File: src/rtl/des_f_sbox_sequencer.sv
// DES round f-function sequencer: expands R, mixes in the subkey, addresses the
// eight external S-box ROMs, then permutes their outputs onto a valid/ready port.
module des_f_sbox_sequencer #(
  parameter int ROM_LATENCY = 1
) (
  input  logic        clk,
  input  logic        rstn,
  input  logic        in_valid,
  output logic        in_ready,
  input  logic [31:0] r_in,
  input  logic [47:0] subkey_in,
  output logic [15:0] sbox_row,
  output logic [31:0] sbox_col,
  input  logic [31:0] sbox_dout,
  output logic        out_valid,
  input  logic        out_ready,
  output logic [31:0] f_out
);

  typedef enum logic [1:0] {IDLE, ADDR, OUT} state_t;

  localparam logic [2:0] CNT_INIT = 3'(ROM_LATENCY);

  state_t      state;
  logic [2:0]  cnt;
  logic [47:0] x;

  // Vector bit 31 is DES bit 1, so DES bit n lives at index 32-n.
  function automatic logic [47:0] expand(input logic [31:0] r);
    return {r[0],  r[31:27],
            r[28:23], r[24:19], r[20:15], r[16:11],
            r[12:7],  r[8:3],
            r[4:0],  r[31]};
  endfunction

  function automatic logic [31:0] permute(input logic [31:0] s);
    return {s[16], s[25], s[12], s[11], s[3],  s[20], s[4],  s[15],
            s[31], s[17], s[9],  s[6],  s[27], s[14], s[1],  s[22],
            s[30], s[24], s[8],  s[18], s[0],  s[5],  s[29], s[23],
            s[13], s[19], s[2],  s[26], s[10], s[21], s[28], s[7]};
  endfunction

  // ROM addresses come only from the registered x, never from r_in directly.
  for (genvar g = 0; g < 8; g++) begin : g_addr
    assign sbox_row[15-2*g -: 2] = {x[47-6*g], x[42-6*g]};
    assign sbox_col[31-4*g -: 4] = x[46-6*g -: 4];
  end

  always_ff @(posedge clk or negedge rstn) begin
    if (!rstn) begin
      state     <= IDLE;
      cnt       <= '0;
      x         <= '0;
      f_out     <= '0;
      out_valid <= 1'b0;
      in_ready  <= 1'b0;
    end else begin
      case (state)
        IDLE: begin
          in_ready <= 1'b1;
          if (in_valid && in_ready) begin
            x        <= expand(r_in) ^ subkey_in;
            cnt      <= CNT_INIT;
            in_ready <= 1'b0;
            state    <= ADDR;
          end
        end
        // cnt counts the ROM read latency down; dout is valid once it hits zero.
        ADDR: begin
          if (cnt != 3'd0) begin
            cnt <= cnt - 3'd1;
          end else begin
            f_out     <= permute(sbox_dout);
            out_valid <= 1'b1;
            state     <= OUT;
          end
        end
        OUT: begin
          if (out_ready) begin
            out_valid <= 1'b0;
            in_ready  <= 1'b1;
            state     <= IDLE;
          end
        end
        default: state <= IDLE;
      endcase
    end
  end

endmodule

File: config.mk
export PLATFORM = sky130hd
export DESIGN_NAME = des_f_sbox_sequencer
export DESIGN_NICKNAME = d
export VERILOG_FILES = /design/src/rtl/des_f_sbox_sequencer.sv
export SDC_FILE = /design/constraint.sdc
export NUM_CORES = 1
export LEC_CHECK = 0
export CORE_MARGIN = 1.5
export CORE_UTILIZATION = 30
export DETAILED_ROUTE_END_ITERATION = 12
export SLEW_MARGIN = 20
export SYNTH_ARGS = -nofsm -noshare
export SYNTH_HDL_FRONTEND = slang
export SYNTH_SLANG_ARGS = --single-unit
File: constraint.sdc
create_clock -name clk -period 4.2 [get_ports clk]
set_clock_uncertainty 0.1 [all_clocks]
set_input_delay 0.63 -clock clk [delete_from_list [all_inputs] [get_ports clk]]
set_output_delay 0.63 -clock clk [all_outputs]
set_load 0.02 [all_outputs]
After elaboration in Yosys (flattened, before gate mapping)

Index checks and enable logic that the tools add are counted.

Add/subtract/negate cells: 1
Eq/ne operators: 6
Multiplexer cells: 13
Bitwise logic cells: 2
Reductions and logical operators: 12

Operators by type and width:

| kind                  | number |
|---|---|
| $xor A48 B48 Y48      | 1 |
| $reduce_and A3 Y1     | 3 |
| $ne A2 B2 Y1 const B  | 4 |
| $mux W2               | 3 |
| $mux W3               | 2 |
| $pmux W2 S3           | 1 |
| $pmux W3 S2           | 1 |
| $reduce_and A2 Y1     | 3 |
| $reduce_bool A2 Y1    | 3 |
| $mux W1               | 4 |
| $pmux W1 S2           | 2 |
| $reduce_bool A3 Y1    | 1 |
| $sub A3 B1 Y3 const B | 1 |
| $eq A2 B1 Y1 const B  | 1 |
| $eq A2 B2 Y1 const B  | 1 |
| $logic_not A2 Y1      | 1 |
| $logic_and A1 B1 Y1   | 1 |
| $not A1 Y1            | 1 |

Bits in registers: 87
Bits of input ports: 116
Output and inout bits: 82
Word-level logic and storage cells: 40

Logic depth before layout (Yosys ltp)

Gate-level depths: netlist of the first run.

Depth after elaboration: 3
Depth in mapped cells: 6
Mapped depth without buffers: 5

Worst setup path after synthesis of the first run

No wires, ideal clock.

Path kind: reg-to-reg
From: register cnt[0]
To: register f_out[0]
Setup time: 0.128 ns
Arrival time: 1.403 ns
Required time: 3.972 ns
Slack: 2.569 ns
Cell stages (with the launch flop): 7
Path buffers: 1
Clock period less this slack: 1.631 ns
Cell sequence: dfrtp_1 inv_1 ha_1 nand2b_1 nor2_4 buf_4 mux2_1

Word-level cells in the longest chain between the ends: 3

RTL lines:

| element                            | RTL line | RTL |
|---|---|---|
| start, declared                    | 25       | `logic [2:0] cnt;` |
| start signal, assigned             | 71       | `cnt <= cnt - 3'd1;` |
| $reduce_bool A3 Y1                 | 70       | `if (cnt != 3'd0) begin` |
| $not A1 Y1 (no source line)        | -        |  |
| $reduce_and A2 Y1 (no source line) | -        |  |
| end signal, assigned               | 73       | `f_out <= permute(sbox_dout);` |
| end, declared                      | 17       | `output logic [31:0] f_out` |

No other way between the ends.
A chain may end at the register's enable or synchronous reset.

Worst setup path after layout of the first run

From: register cnt[0]
To: register f_out[26]

The elaborated chain is that of the path after synthesis.

==> metrics.txt, run 1 <==
CP max stage delay=~0.76 ns; hold slack=approximately 0.24 ns; Yosys top cell by area=dfrtp_1; clk root buf=clkbuf_16; WP data arrival=approximately 2.3 ns; vias per inst=between 4 and 5; pin count of the biggest net entering global routing=100; Area contributors post-synth=dfrtp_1 (59%), xnor2_1 (11%), mux2_1 (8.6%); full die area=roughly 13,000 um2; initial drt markers=122; #FFs+latches synth=slightly below 90; Post-synth EDFFs=0; Fin. Hold Viols=0; Die W=about 110 um; clk_lat worst skew=roughly 0.33 ns; diode count=0; CTS Buffer Depth=2; R2R cell count=5; TritonCTS clock tree=built; pwr dens=739.1 nW/um2; synth warn=0; Fmax=roughly 450 MHz; HP Class=primary input to async pin; Placeable Area=around 12,000 um2; vias in the first global route=2,917; crit start category=register; Worst R2R End=f_out[26]$_DFFE_PN0P_; Residual DRC=0; Post-synth ARST share=between 90% and 100%; Initial DRT Pass Iterations=4; Critical Path Fanout Max=34; outcome=complete, no violations; period utilization=approximately 52%; initial antenna violation count=0; Die H=roughly 110 um; max cap viols=0; max_slew headroom=between 30% and 40%; Worst Tran Pin Value=approximately 0.96 ns; Initial Util=a little over 30%; post-synthesis sequential area ratio=a little under 60%; syn_nets=422; P&R area growth vs syn=64.30%; Final #Nets=~620; top cells by count, synth=dfrtp_1 (87), a21oi_1 (50), nor2_1 (50), xnor2_1 (48), mux2_1 (28); syn avg cell area=12.12 um2; final setup violation count=0; routed via count=2,844; most frequent cell after synthesis=dfrtp_1; WS Path Type=register to register; Hold-fix buffers, CTS=0; cells along the critical path=inv_1 > ha_1 > nand2b_1 > nor2_4 > mux2_2; VDD IR max=~0.3 mV; Critical R2R Launch=cnt[0]$_DFFE_PN0P_; Ports=between 150 and 200; share of layout cells above drive strength 1=5.159%; gr usage total=14.18%; max-slew violations=0; RSZ-0062 raised after global routing=no; Synth Instances=just over 300; slowest stage cell, crit path=nor2_4; data required time at the worst endpoint=around 4.3 ns; post-CTS setup buffers=0; setup TNS=0 ns; DP Wirelength=~6500 um; Port-buffer cells=around 200; CTS H-Tree Depth=3; row cnt=40; Synth top area share=around 60%; clock slew at reported path FFs=about 0.06 ns; total gr overflow=0; first-pass GRT wire length=between 10,000 and 15,000 um; TritonCTS buffer count=9; post-CTS resize count=0; wire length per cell=between 10 and 15 um; Leak=approximately 2.4 nW; minimum clock period=around 2.2 ns; Mapped Area=roughly 3700 um2; final WL=approximately 8800 um; ANT nets after route=0; GP Congestion=slightly below 0.7; Critical Path End Type=register; number of distinct library cells after synthesis=26; R2R Setup Slk=2.00 ns; Clock Sinks=between 80 and 90; top_reg_cell synth=dfrtp_1
logic make-up (layout without fill, tap and decap cells):
kind of cell,after synthesis,in the layout,synth area share (%)
buffers and inverters,19,219,3.804
XOR/XNOR,48,48,11.41
AO/OA/AOI/OAI,55,55,7.881
multiplexers,33,33,10.05
adder cells (fa/ha/maj),2,2,0.6792
AND/OR/NAND/NOR,60,60,7.065
flip-flops,87,87,59.10
power by group:
group          switching [mW]  total (mW)  internal [mW]  leakage, nW
clock network           0.309       0.816          0.508        0.156
registers               0.217        1.48           1.26        0.992
logic                    1.09        2.18           1.09         1.27
cells in the final DEF, fill, tap and decap left out, types with 3 or more instances in the layout:
cell type / instances
clkdlybuf4s50_1: 196
clkbuf_16: 9
nor2_1: 50
dfrtp_1: 87
mux2_1: 28
mux2_2: 4
inv_1: 5
xnor2_1: 48
clkbuf_8: 3
a21oi_1: 50
critical path: cells and delay by family, from the launching register on:
| kind | cells | cell delay, ns |
|---|---|---|
| adder cells (fa/ha/maj) | 1 | 0.17 |
| buffers and inverters | 1 | 0.10 |
| multiplexers | 1 | 0.42 |
| AND/OR/NAND/NOR | 2 | 0.92 |
| flip-flops | 1 | 0.37 |
area by class of cell:
cell class | count | area [um2]
clock buffers | 13 | 270.3
clock inverters | 3 | 40.04
fillers | 1125 | 5959
inverters | 5 | 18.77
multi-input cells | 198 | 1381
flip-flops and latches | 87 | 2177
well taps | 147 | 183.9
repair buffers | 198 | 1981
routing by layer:
layer	GRT usage, %	vias to the layer above	share of wire, %
met3	3.719	16	6.8
met4	8.583	0	3.2
li1	-	1398	-
met2	23.09	101	50
met1	16.84	1329	40
met5	0	-	0
state kept, by name, indices dropped and copies added (netlist names):
register	cells
in_ready	1
f_out	32
state	2
cnt	3
x	48
out_valid	1
stage by stage:
| stage | total power [mW] | std cells | instance area (um2) | setup slack (ns) | utilization, % |
|---|---|---|---|---|---|
| after floorplan | 2.662 | 304 | 3684 | 2.569 | - |
| after global placement | 3.661 | 635 | 5738 | 1.708 | 47.77 |
| after detailed placement | 3.716 | 635 | 5738 | 1.661 | 47.77 |
| after CTS | 4.557 | 651 | 6048 | 1.914 | 50.35 |
| after global routing | 4.772 | 651 | 6052 | 1.756 | 50.39 |
| final | 4.473 | 651 | 6052 | 1.999 | 50.39 |
worst max path at each step:
stage / slack, ns / end / start
global route: 1.76 / f_out[26]$_DFFE_PN0P_ / cnt[0]$_DFFE_PN0P_
finish: 2.00 / f_out[26]$_DFFE_PN0P_ / cnt[0]$_DFFE_PN0P_
detailed placement: 1.66 / cnt[1]$_DFFE_PN0P_ / in_valid
floorplan: 2.57 / f_out[0]$_DFFE_PN0P_ / cnt[0]$_DFFE_PN0P_
CTS: 1.91 / f_out[26]$_DFFE_PN0P_ / cnt[0]$_DFFE_PN0P_
global placement: 1.71 / cnt[1]$_DFFE_PN0P_ / in_valid
Power figures use the tool's default switching activity.
==> run 2, diff against run 1 <==
--- a/config.mk
+++ b/config.mk
@@ -8,6 +8,7 @@
 export CORE_MARGIN = 1.5
 export CORE_UTILIZATION = 30
 export DETAILED_ROUTE_END_ITERATION = 12
+export PLACE_DENSITY = 0.67
 export SLEW_MARGIN = 20
 export SYNTH_ARGS = -nofsm -noshare
 export SYNTH_HDL_FRONTEND = slang
==> constraint.sdc (replaced) <==
create_clock -name clk -period 2 [get_ports clk]
set_clock_uncertainty 0.1 [all_clocks]
set_input_delay 0.3 -clock clk [delete_from_list [all_inputs] [get_ports clk]]
set_output_delay 0.3 -clock clk [all_outputs]
set_load 0.02 [all_outputs]
==> run 2 against run 1 <==
  * Combinational power increased by 120%
  * Critical path depth rose by 1
  * Worst setup slack got worse by 1.7 ns
  * Utilization grew 0.93 points
  * Worst hold slack gained 0.11 ns
  * Sequential share of layout area shrank 0.65 points
  * Count of clock-buffer cells in the layout down 3
  * Cell area increased by 1.8%
  * Via count up 1.4%
  * Critical path type unchanged
  * Critical endpoint is now f_out[11]$_DFFE_PN0P_
==> metrics.txt, run 2 (synthesis gave the netlist of run 1 again) <==
cell-internal power=6.051 mW (+110%); Ports=198 (unchanged); Port-buffer cells=197 (unchanged); ANT nets after route=0 (unchanged); Seq pwr share=32.7% (-0.3 points); total gr overflow=0 (unchanged); clk_lat worst skew=0.33 ns (about the same); first-pass GRT wire length=14,390 um (+0.97%); Gate power share=49.7% (+1.0 points); Die W=113.8 um (unchanged); Initial Util=30.67% (unchanged); max-slew violations=0 (unchanged); Largest regs=x: 48 flops, f_out: 32 flops, cnt: 3 flops; WP data arrival=1.85 ns (-0.47 ns); Worst Tran Pin Value=0.3753 ns (-0.5809 ns); VDD IR max=0.6045 mV (+100%); GP Congestion=0.7200 (+4.7%); pin count of the biggest net entering global routing=46 (-54%); R2R cell count=6 (+1); P&R area growth vs syn=67.32%; WS Path Type=register to register; max cap viols=0 (unchanged); Finished Layout Cells=658 (+1.1%); Worst Setup EP=f_out[11]$_DFFE_PN0P_; Final Cell Area=6163 um2 (+1.8%); setup TNS=0 ns (unchanged); clk root buf=clkbuf_16; post-placement cell count=641 (+0.94%); wire length per cell=13.60 um (+0.37%); Most flops, register=x; CTS H-Tree Depth=3 (unchanged); max_slew headroom=74.98% (+39 points); vias per inst=4.381 (+0.29%); Residual DRC=0 (unchanged); Finished Core Util=51.31% (+0.93 points); initial antenna violation count=0 (unchanged); final WL=8952 um (+1.5%); diode count=0 (unchanged); setup ws final=0.2516 ns (-1.747 ns); period utilization=87.42% (+35 points); Fin. Hold Viols=0 (unchanged); CTS Buffer Depth=2 (unchanged); hold slack=0.3445 ns (+0.1070 ns); Fmax=572.0 MHz (+26%); outcome=complete, no violations; full die area=12,950 um2 (unchanged); minimum clock period=1.748 ns (-0.4526 ns); clock share of power=17.6% (-0.7 points); final setup violation count=0 (unchanged); initial drt markers=118 (-3.3%); row cnt=40 (unchanged); Leak=2.457 nW (+1.9%); critical path startpoint=cnt[0]$_DFFE_PN0P_; DP Wirelength=6941 um (+6.6%); Final #Nets=624 (+1.1%); routed via count=2,883 (+1.4%); Net Switching=3.492 mW (+120%); gr usage total=14.14% (-0.047 points); most common cell after layout, fill and taps aside=clkdlybuf4s50_1; TritonCTS buffer count=9 (unchanged); Critical Path Fanout Max=34 (unchanged); R2R Setup Slk=0.25 ns (-1.75 ns); pwr dens=1548 nW/um2 (+110%); crit start category=register; Critical R2R Launch=cnt[0]$_DFFE_PN0P_; clock slew at reported path FFs=0.06 ns (about the same); Largest register FFs=48 (unchanged); TritonCTS clock tree=built; commonest cells after routing, fill and taps aside=clkdlybuf4s50_1 (196), dfrtp_1 (87), nor2_1 (50), a21oi_1 (50), xnor2_1 (48); Initial DRT Pass Iterations=4 (unchanged); HP Class=primary input to async pin; vias in the first global route=2,996 (+2.7%); data required time at the worst endpoint=2.10 ns (-2.22 ns); Clock Sinks=87 (unchanged); Die H=113.8 um (unchanged); RSZ-0062 raised after global routing=no; Placeable Area=12,010 um2 (unchanged); Post-Place Setup Slack=0.2046 ns (-1.456 ns); Worst R2R End=f_out[11]$_DFFE_PN0P_; placed cell areas=5846 um2 (+1.9%); Critical Path End Type=register; Sw Ratio=36.59% (+0.41 points); share of layout cells above drive strength 1=6.458% (+1.3 points); Final Total Pwr=9.543 mW (+110%)
[run 2: changes by cell type in the layout (fill, tap and decap cells not counted), sizes merged]
cell,before,now
clkinvlp,0,1
inv,5,6
dlygate4sd3,0,1
clkinv,2,3
buf,2,8
clkbuf,13,10
[run 2: worst max-delay path: stages, from the launching register on]
cell and delay, ns:
dfrtp_1 0.37, inv_1 0.10, ha_1 0.18, nand2b_1 0.15, nor2_4 0.14, buf_12 0.22, mux2_1 0.35
[run 2: worst min-delay path by stage]
stage,start,endpoint,slack [ns],cells past startpoint
6_report,rstn,x[14]$_DFFE_PN0P_,0.34,2
4_1_cts,rstn,state[0]$_DFFE_PN0P_,0.35,2
3_5_place_dp,rstn,x[11]$_DFFE_PN0P_,0.15,1
2_1_floorplan,rstn,cnt[0]$_DFFE_PN0P_,-0.1,0
5_1_grt,rstn,x[11]$_DFFE_PN0P_,0.37,2
3_3_place_gp,rstn,x[11]$_DFFE_PN0P_,0.15,1
[run 2: final cells by class]
| type | instances | area [um2] |
|---|---|---|
| Fill cell | 1104 | 5848 |
| Sequential cell | 87 | 2177 |
| Timing Repair Buffer | 205 | 2095 |
| Multi-Input combinational cell | 198 | 1381 |
| Clock buffer | 10 | 239.0 |
| Tap cell | 147 | 183.9 |
| Clock inverter | 6 | 68.82 |
| Inverter | 5 | 18.77 |
[run 2: what timing repair did]
item / in CTS / in global routing
hold buffers: 1 / 0
resized for setup: 0 / 0
hold endpoints to repair: 27 / 0
setup buffers: 0 / 0
[run 2: routing by layer]
layer  vias to the layer above  GRT usage [%]  share of wire, %
met5                         -              0                 0
met4                         0          4.250              0.96
met3                         7          4.623               7.6
met2                       115          24.82                50
met1                      1357          16.43                41
li1                       1404              -                 -
[run 2: power by group through the flow]
stage               Clock [mW]  Combinational (mW)  Sequential, mW
global route              1.82                5.10            3.24
CTS                       1.74                4.82            3.14
finish                    1.68                4.74            3.12
detailed placement           0                4.80            3.16
global placement             0                4.70            3.12
floorplan                    0                1.47            4.12
==> run 3, diff against run 2 <==
==> constraint.sdc (replaced) <==
create_clock -name clk -period 1.46 [get_ports clk]
set_clock_uncertainty 0.1 [all_clocks]
set_input_delay 0.219 -clock clk [delete_from_list [all_inputs] [get_ports clk]]
set_output_delay 0.219 -clock clk [all_outputs]
set_load 0.02 [all_outputs]
==> run 3 against run 2 <==
  * The flow now finishes with violations (negative setup slack)
  * Combinational power up 77%
  * Wire length rose by 20%
  * Register-to-register slack got worse by 0.44 ns
  * Worst setup slack worse by 0.44 ns
  * Non-clock buffer count up 32
  * Cell area up 16%
  * Sequential power grew 45%
  * Via count rose by 8.2%
  * Sequential cell count stayed put
==> metrics.txt, run 3 (synthesis gave the netlist of run 1 again) <==
Worst Tran Pin Value=0.4561 ns (+0.08082 ns); failing checks=negative setup slack; clock share of power=16.3% (-1.3 points); CTS H-Tree Depth=3 (unchanged); first-pass GRT wire length=16,070 um (+12%); full die area=12,950 um2 (unchanged); Die W=113.8 um (unchanged); pin count of the biggest net entering global routing=86 (+87%); Initial DRT Pass Iterations=4 (unchanged); clock slew at reported path FFs=0.06 ns (about the same); crit start category=register; Most flops, register=x; commonest cells after routing, fill and taps aside=clkdlybuf4s50_1 (114), dfrtp_1 (86), dlygate4sd2_1 (78); Port-buffer cells=197 (unchanged); wire length per cell=15.60 um (+15%); clk_lat worst skew=0.33 ns (about the same); most common cell after layout, fill and taps aside=clkdlybuf4s50_1; cell-internal power=9.498 mW (+57%); setup ws final=-0.1863 ns (-0.4379 ns); Finished Layout Cells=689 (+4.7%); Seq pwr share=29.4% (-3.3 points); Largest regs=x: 48 flops, f_out: 32 flops, cnt: 3 flops; Net Switching=5.909 mW (+69%); vias in the first global route=3,304 (+10%); VDD IR max=0.8592 mV (+42%); Die H=113.8 um (unchanged); Leak=2.893 nW (+18%); row cnt=40 (unchanged); TritonCTS buffer count=9 (unchanged); max cap viols=0 (unchanged); Fin. Hold Viols=0 (unchanged); Ports=198 (unchanged); vias per inst=4.525 (+3.3%); diode count=0 (unchanged); Final #Nets=656 (+5.1%); Gate power share=54.3% (+4.6 points); P&R area growth vs syn=93.85%; initial drt markers=94 (-20%); final setup violation count=82 (+82); data required time at the worst endpoint=1.57 ns (-0.53 ns); Clock Sinks=87 (unchanged); CTS Buffer Depth=2 (unchanged); period utilization=112.8% (+25 points); routed via count=3,118 (+8.2%); Placeable Area=12,010 um2 (unchanged); clk root buf=clkbuf_16; ANT nets after route=0 (unchanged); WP data arrival=1.76 ns (-0.09 ns); Fmax=607.4 MHz (+6.2%); WS Path Type=register to register; Sw Ratio=38.35% (+1.8 points); post-placement cell count=656 (+2.3%); Residual DRC=0 (unchanged); Initial Util=30.67% (unchanged); outcome=finished with violations; share of layout cells above drive strength 1=32.29% (+26 points); Critical Path Fanout Max=16 (-53%); max-slew violations=0 (unchanged); RSZ-0062 raised after global routing=yes; minimum clock period=1.646 ns (-0.1021 ns); gr usage total=16.02% (+1.9 points); Largest register FFs=48 (unchanged); TritonCTS clock tree=built; pwr dens=2158 nW/um2 (+39%); setup TNS=-9.047 ns (-9.047 ns); final WL=10,750 um (+20%); DP Wirelength=6918 um (-0.33%); initial antenna violation count=0 (unchanged); total gr overflow=0 (unchanged); HP Class=primary input to async pin; Critical Path End Type=register; max_slew headroom=69.60% (-5.4 points); GP Congestion=0.7343 (+2.0%)
[run 3: changes by cell type in the layout (fill, tap and decap cells not counted), sizes merged]
cell,delta
dlygate4sd2,+78
bufinv,+1
inv,-1
clkdlybuf4s15,+4
buf,+30
clkinv,-2
clkinvlp,-1
clkbuf,+4
clkdlybuf4s50,-82
[run 3: worst max-delay path, cell delays in order (launching register included)]
cell,delay (ns)
dfrtp_1,0.39
inv_2,0.09
ha_4,0.15
nand2b_4,0.06
nor2_4,0.18
clkbuf_16,0.22
mux2_1,0.33
[run 3: power groups by stage]
| stage | Sequential [mW] | Clock (mW) | Combinational (mW) |
|---|---|---|---|
| after floorplan | 5.65 | 0 | 2.11 |
| after detailed placement | 4.30 | 0 | 6.94 |
| after global placement | 4.27 | 0 | 6.79 |
| final | 4.52 | 2.51 | 8.37 |
| after CTS | 4.33 | 2.57 | 7.42 |
| after global routing | 4.68 | 2.68 | 8.92 |
[run 3: metal layers]
layer / track usage [%] / wire, um
met1: 18.56 / 4253
met2: 28.19 / 5620
met3: 5.313 / 772
met4: 4.750 / 101
met5: 0 / 0
[run 3: final timing paths]
kind	from	cells past startpoint	endpoint	slack, ns
min in group clk	f_out[29]$_DFFE_PN0P_	1	f_out[29]$_DFFE_PN0P_	0.38
worst min-delay path	rstn	2	f_out[11]$_DFFE_PN0P_	0.12
worst max register to register	cnt[1]$_DFFE_PN0P_	6	f_out[17]$_DFFE_PN0P_	-0.19
max in group asynchronous	rstn	3	state[0]$_DFFE_PN0P_	0.49
worst min register to register	f_out[29]$_DFFE_PN0P_	1	f_out[29]$_DFFE_PN0P_	0.38
worst max-delay path	cnt[1]$_DFFE_PN0P_	6	f_out[17]$_DFFE_PN0P_	-0.19
[run 3: timing repair]
action	CTS	global route
resized for setup	154	113
endpoints found under the setup margin	156	84
endpoints found under the hold margin	87	0
pin swaps	2	4
setup buffers	11	2
cloned	7	2
hold buffers	1	0
[run 3: cell type report]
cell class	count	area [um2]
flip-flops and latches	87	2178
inverters	5	18.77
well taps	147	183.9
repair buffers	237	2486
clock inverters	3	65.06
multi-input cells	198	1942
fillers	998	4871
clock buffers	12	266.5
[run 3: metrics by stage]
| stage | setup slack [ns] | hold WS [ns] | power, mW | utilization (%) | area (um2) |
|---|---|---|---|---|---|
| floorplan | -0.09186 | -0.1766 | 7.756 | - | 3719 |
| global placement | -0.1577 | -0.08387 | 11.06 | 49.80 | 5982 |
| detailed placement | -0.2098 | -0.08234 | 11.24 | 49.80 | 5982 |
| CTS | -0.1933 | 0.1054 | 14.32 | 56.22 | 6753 |
| global route | -0.2612 | 0.1064 | 16.28 | 59.45 | 7141 |
| finish | -0.1863 | 0.1192 | 15.41 | 59.45 | 7141 |
